File: src/rtl/universal_reg_nbit.sv
// WIDTH-bit working register with load, shift, rotate and inc/dec operations,
// serial chaining pins, and registered carry / changed flags.
module universal_reg_nbit #(
  parameter int unsigned       WIDTH     = 8,
  parameter logic [WIDTH-1:0]  RESET_VAL = '0
) (
  input  logic             clk_i,
  input  logic             reset_ni,
  input  logic             enable_i,
  input  logic [2:0]       mode_i,
  input  logic [WIDTH-1:0] d_i,
  input  logic             ser_in_l_i,
  input  logic             ser_in_r_i,
  output logic [WIDTH-1:0] q_o,
  output logic             ser_out_l_o,
  output logic             ser_out_r_o,
  output logic             carry_o,
  output logic             changed_o,
  output logic             zero_o
);

  localparam logic [2:0] ModeHold = 3'b000;
  localparam logic [2:0] ModeLoad = 3'b001;
  localparam logic [2:0] ModeShl  = 3'b010;
  localparam logic [2:0] ModeShr  = 3'b011;
  localparam logic [2:0] ModeRol  = 3'b100;
  localparam logic [2:0] ModeRor  = 3'b101;
  localparam logic [2:0] ModeInc  = 3'b110;
  localparam logic [2:0] ModeDec  = 3'b111;

  logic [WIDTH-1:0] q_q, q_d;
  logic             carry_q, carry_d;
  logic             changed_q, changed_d;

  always_comb begin
    q_d     = q_q;
    carry_d = carry_q;
    if (enable_i) begin
      unique case (mode_i)
        ModeHold: begin
          q_d     = q_q;
          carry_d = carry_q;
        end
        ModeLoad: begin
          q_d     = d_i;
          carry_d = 1'b0;
        end
        ModeShl: begin
          q_d     = {q_q[WIDTH-2:0], ser_in_r_i};
          carry_d = q_q[WIDTH-1];
        end
        ModeShr: begin
          q_d     = {ser_in_l_i, q_q[WIDTH-1:1]};
          carry_d = q_q[0];
        end
        ModeRol: begin
          q_d     = {q_q[WIDTH-2:0], q_q[WIDTH-1]};
          carry_d = q_q[WIDTH-1];
        end
        ModeRor: begin
          q_d     = {q_q[0], q_q[WIDTH-1:1]};
          carry_d = q_q[0];
        end
        ModeInc: begin
          q_d     = q_q + 1'b1;
          carry_d = &q_q;
        end
        ModeDec: begin
          q_d     = q_q - 1'b1;
          carry_d = ~|q_q;
        end
        default: begin
          q_d     = q_q;
          carry_d = carry_q;
        end
      endcase
    end
    // Pulse only when the stored value actually moves, so idempotent ops stay quiet.
    changed_d = enable_i && (q_d != q_q);
  end

  always_ff @(posedge clk_i) begin
    if (!reset_ni) begin
      q_q       <= RESET_VAL;
      carry_q   <= 1'b0;
      changed_q <= 1'b0;
    end else begin
      q_q       <= q_d;
      carry_q   <= carry_d;
      changed_q <= changed_d;
    end
  end

  assign q_o         = q_q;
  assign ser_out_l_o = q_q[WIDTH-1];
  assign ser_out_r_o = q_q[0];
  assign carry_o     = carry_q;
  assign changed_o   = changed_q;
  assign zero_o      = (q_q == '0);

endmodule

File: config.mk
export PLATFORM = sky130hd
export DESIGN_NAME = universal_reg_nbit
export DESIGN_NICKNAME = d
export VERILOG_FILES = /design/src/rtl/universal_reg_nbit.sv
export SDC_FILE = /design/constraint.sdc
export NUM_CORES = 1
export LEC_CHECK = 0
export CORE_MARGIN = 2
export CORE_UTILIZATION = 40
export DETAILED_ROUTE_END_ITERATION = 8
export GPL_TIMING_DRIVEN = 0
export MAX_ROUTING_LAYER = met4
export PLACE_DENSITY = 0.66
export SLEW_MARGIN = 40
export SYNTH_ARGS = -nofsm -noshare
export SYNTH_HDL_FRONTEND = slang
export SYNTH_SLANG_ARGS = --single-unit
File: constraint.sdc
create_clock -name clk_i -period 4.8 [get_ports clk_i]
set_clock_uncertainty 0.2 [all_clocks]
set_input_delay 1.44 -clock clk_i [delete_from_list [all_inputs] [get_ports clk_i]]
set_output_delay 1.44 -clock clk_i [all_outputs]
set_load 0.01 [all_outputs]
# After elaboration in Yosys (flattened, before gate mapping)
# Cells that the tools add are included.
# word_totals
register_bits	10
inputBits	16
output_inout_bits	13
elab_cells	26
# classes
addsub	2
n_eq_ne	8
muxes	3
bitwise_logic	1
reduce_logical	9
# op_table
op	n
$pmux W8 S8	1
$eq A3 B3 Y1 const B	4
$add A8 B1 Y8 const B	1
$logic_not A8 Y1	1
$mux W8	1
$ne A8 B8 Y1	1
$reduce_and A8 Y1	1
$reduce_or A8 Y1	1
$sub A8 B1 Y8 const B	1
$eq A3 B2 Y1 const B	2
$pmux W1 S5	1
$reduce_or A2 Y1	2
$eq A3 B1 Y1 const B	1
$logic_not A3 Y1	1
$reduce_and A2 Y1	1
$logic_and A1 B1 Y1	1
$logic_not A1 Y1	1
$not A1 Y1	1

# Logic depth before layout (Yosys ltp)
# depth
ltp_word	5
depth_mapped	11
mapped_depth_nobuf	10

# Worst setup path before layout
# Ideal clock, no wire load.
# synth_timing
kind	input -> register
startpoint	in mode_i[2]
endpoint	reg changed_q (netlist: changed_o)
setup_ns	0.129
t_arrival_ns	3.307
required_ns	4.471
slack_ns	1.163
path_stages	11
n_path_buf	1
path_cell_list	buf_2 > nand3_1 > xnor2_1 > ha_1 > nand4b_1 > nor3_1 > a41o_1 > o211a_1 > a2111o_1 > nor3_1 > a31oi_1
# synth_between
elab_chain_cells	5
elab_cells_between_ends	12
classes_between	8 x eq/ne; 2 x mux; 2 x reduce/logical
# synth_lines
element	line_no	text
start, declared	10	input logic [2:0] mode_i,
$eq A3 B3 Y1 (tied with other cells)	39	unique case (mode_i)
$pmux W8 S8 *	39	
$mux W8 *	38	if (enable_i) begin
$ne A8 B8 Y1 *	79	changed_d = enable_i && (q_d != q_q);
$logic_and A1 B1 Y1 *	79	
end signal, assigned	90	changed_q <= changed_d;
end, declared	33	logic changed_q, changed_d;
# Every way passes the cells marked *; elsewhere a longest branch is shown, timed or not.
# A chain may end at the register's enable or synchronous reset.

# Worst setup path in the final report
# Ends and elaborated chain as after synthesis.

==> summary.md <==
| Metric | Value |
|---|---|
| EDFF count, synth | `0` |
| Worst setup SP type | `input port` |
| DRC viols | `0` |
| Initial Util | `42.1%` |
| # Post-CTS Setup Buffers | `0` |
| Initial antenna violation count | `0` |
| DIE WIDTH | `60.7 µm` |
| DR pass1 iterations | `4` |
| Crit path top cell by count | `nor3_1` |
| CTS Buf Count | `3` |
| Pwr dens | `212 nW/µm²` |
| I/O pins | `29` |
| Logic pwr share | `47.6%` |
| Clk sinks | `10` |
| NumNets Final | `232` |
| DIE AREA | `3680 µm²` |
| Slew of the pin with the lowest slew margin | `0.748 ns` |
| Warnings from Yosys | `0` |
| CP Launch Point | `mode_i[2]` |
| Hold path start | `carry_o$_SDFFE_PN0P_` |
| Hold Buf Count CTS | `0` |
| Setup CP Type | `input port to flop` |
| Reg clk slew, reported paths | `0.07 ns` |
| XOR/XNOR share of the synthesized area | `2.04%` |
| Required @ worst endpoint | `4.75 ns` |
| H-tree levels | `1` |
| Family with the most delay on the worst path | `compound AO/OA/AOI/OAI gates` |
| Post-Synthesis Cells | `184` |
| Mux share of post-synthesis cell area | `5.45%` |
| Asr flop ratio synth | `0%` |
| Port bufs | `26` |
| Critical-path top delay cell | `clkdlybuf4s50_1` |
| # diodes | `0` |
| Largest family of logic cells by synthesized area | `compound AO/OA/AOI/OAI gates` |
| Core area | `3050 µm²` |
| Synth Area in Compound Gates | `40.0%` |
| P_leak | `0.000649 µW` |
| First-pass GRT wire length | `6930 µm` |
| Simple-gate portion of the synthesized area | `26.3%` |
| Register bit count reported by yosys | `10` |
| Global Route Usage Sum | `25.9%` |
| Clock buffer depth | `2` |
| Die Height | `60.7 µm` |
| Net Sw Power | `135 µW` |
| DRT iter0 DRCs | `102` |
| Main flop type after synthesis | `dfxtp_1` |
| Area Overhead vs Synth | `27.4%` |
| Max Cap Viol | `0` |
| CTS resizes | `0` |
| Pre-CTS WS | `0.361 ns` |
| Max rail drop VDD | `152 µV` |
| Outcome | `finished, final reports clean` |
| Final cycle utilization of the critical path | `88.0%` |
| Yosys cell types | `50` |
| Fillers | `327` |
| Syn Nets | `201` |
| Routed Antenna Nets | `0` |
| Worst path cell trace | `clkdlybuf4s50_1, buf_2, nand3_1, xnor2_1, ha_1, nand4b_1, nor3_1, a41o_1, o211a_1, a2111o_1, nor3_1, a31oi_1` |
| Count of final hold-check violations | `0` |
| Remaining Overflow, GRT | `0` |
| Worst skew pair latency | `0.28 ns` |
| Tmin final | `4.22 ns` |
| Synth Area in Adders | `0.974%` |
| Pint | `212 µW` |
| DR vias/cell | `6.08` |
| Switching Fraction | `39.0%` |
| Drt wl/cell | `16.7 µm` |
| Layout cells sized above 1 | `11.7%` |
| Highest clock rate | `237 MHz` |
| WP buf/inv | `2` |
| Largest net degree at the start of global routing | `11` |
| Routability-driven placement congestion ratio | `0.940` |
| Seq pwr share | `28.9%` |
| Routed WL | `4310 µm` |
| Sequential area share after synthesis | `15.6%` |
| DR vias | `1568` |
| Max transition margin | `50.2%` |
| RSZ-0062 raised after global routing | `no` |
| Worst setup EP type | `flop` |
| Setup TNS | `0 ns` |
| Final core utilization | `53.6%` |
| Final Setup Violations | `0` |
| Clock power share | `23.5%` |
| Pins Over Slew Limit | `0` |
| CTS tree | `yes` |
| Largest stage delay, worst path | `0.50 ns` |
| Cell area after synthesis | `1280 µm²` |
| CTS root buf | `clkbuf_4` |
| Register Area | `200 µm²` |
| Num rows | `20` |
| Worst setup margin | `0.578 ns` |
| Commonest non-fill, non-tap cells in the layout | `26 x clkdlybuf4s50_1, 23 x a21oi_1, 11 x nor2_1` |
| Syn_area_per_cell | `6.98 µm²` |
| Worst hold path type | `flop to flop` |
| Worst-path fanout max | `10` |
| Worst Path Arrival | `4.17 ns` |
| Final HPWL DP | `3080 µm` |
| Vias in the first global route | `1448` |
| Multi-input logic area | `961 µm²` |
| Most common cell after layout, fill and taps aside | `clkdlybuf4s50_1` |
| RR Startpoint | `q_o[1]$_SDFF_PN0_` |
==> registers in the layout (all words and copies together), names as in the netlist <==
signal,cells
carry_o,1
changed_o,1
q_o,8
==> kinds of logic after synthesis <==
kind of cell | count (synthesis)
AOI/OAI and AO/OA | 77
and+or+nand+nor | 59
buffers and inverters | 27
DFF | 10
muxes | 7
xor gates and xnor gates | 3
adders and majority gates | 1
==> routing by layer <==
layer	wire length (µm)	vias to the layer above	GRT usage (%)
li1	-	758	-
met1	2020	736	34.7
met2	1950	68	39.2
met3	289	6	4.69
met4	55	0	8.39
met5	0	-	-
==> per-stage QoR <==
step                      total power, µW  instance area [µm²]  hold WS [ns]  cells
after global placement                263                 1600         0.303    254
after CTS                             345                 1640         0.336    258
final                                 347                 1640         0.334    258
after floorplan                       206                 1280         0.345    184
after global routing                  368                 1640         0.393    258
after detailed placement              264                 1600         0.310    254
==> power by group through the flow <==
stage | clock, µW | combinational, µW | sequential, µW
final | 81.5 | 165 | 100
after floorplan | 0 | 104 | 102
after global routing | 87.6 | 180 | 101
after CTS | 82.4 | 163 | 99.8
after global placement | 0 | 161 | 102
after detailed placement | 0 | 162 | 102
==> Yosys cell counts, types with 2 or more instances <==
cell      count  area, µm²
o21ai_1       8       40.0
and3_1        3       18.8
clkbuf_1      6       22.5
or4_4         2       22.5
and2_1        2       12.5
a211oi_1      7       52.6
nand2_1      10       37.5
nor2_1       11       41.3
a221oi_1      2       17.5
xnor2_1       2       17.5
buf_2         9       45.0
mux2i_1       7       70.1
nand3_1       7       35.0
a32oi_1       2       17.5
o31ai_1       4       30.0
nor3b_1       4       30.0
o211a_1       5       50.1
nor3_1        6       30.0
o21a_1        3       22.5
o21ai_0      10       50.1
buf_1         2       7.51
inv_1         6       22.5
or3_1         2       12.5
a31oi_1       2       12.5
a21oi_1      23        115
nor2b_1       3       18.8
buf_4         3       22.5
o21ai_2       2       17.5
dfxtp_1      10        200
==> cell type report <==
type                    instances  area share (%)
clock buffers                   4            2.22
well taps                      44            3.36
inverters                       7            1.61
flip-flops and latches         10            12.2
plain buffers                  20            5.96
multi-input cells             147            58.7
repair buffers                 26            15.9
==> tightest hold or removal path, cell delays in order (launching register included) <==
cell and delay (ns):
dfxtp_1 0.34, a32oi_1 0.06, nor2b_1 0.10
==> final timing paths <==
check,endpoint,slack (ns),cells past startpoint
setup reg to reg,changed_o$_SDFF_PN0_,2.00,10
hold / removal,carry_o$_SDFFE_PN0P_,0.33,2
hold reg to reg,carry_o$_SDFFE_PN0P_,0.33,2
setup / recovery,changed_o$_SDFF_PN0_,0.58,12
Note: power is estimated with default switching activity, not from simulation.
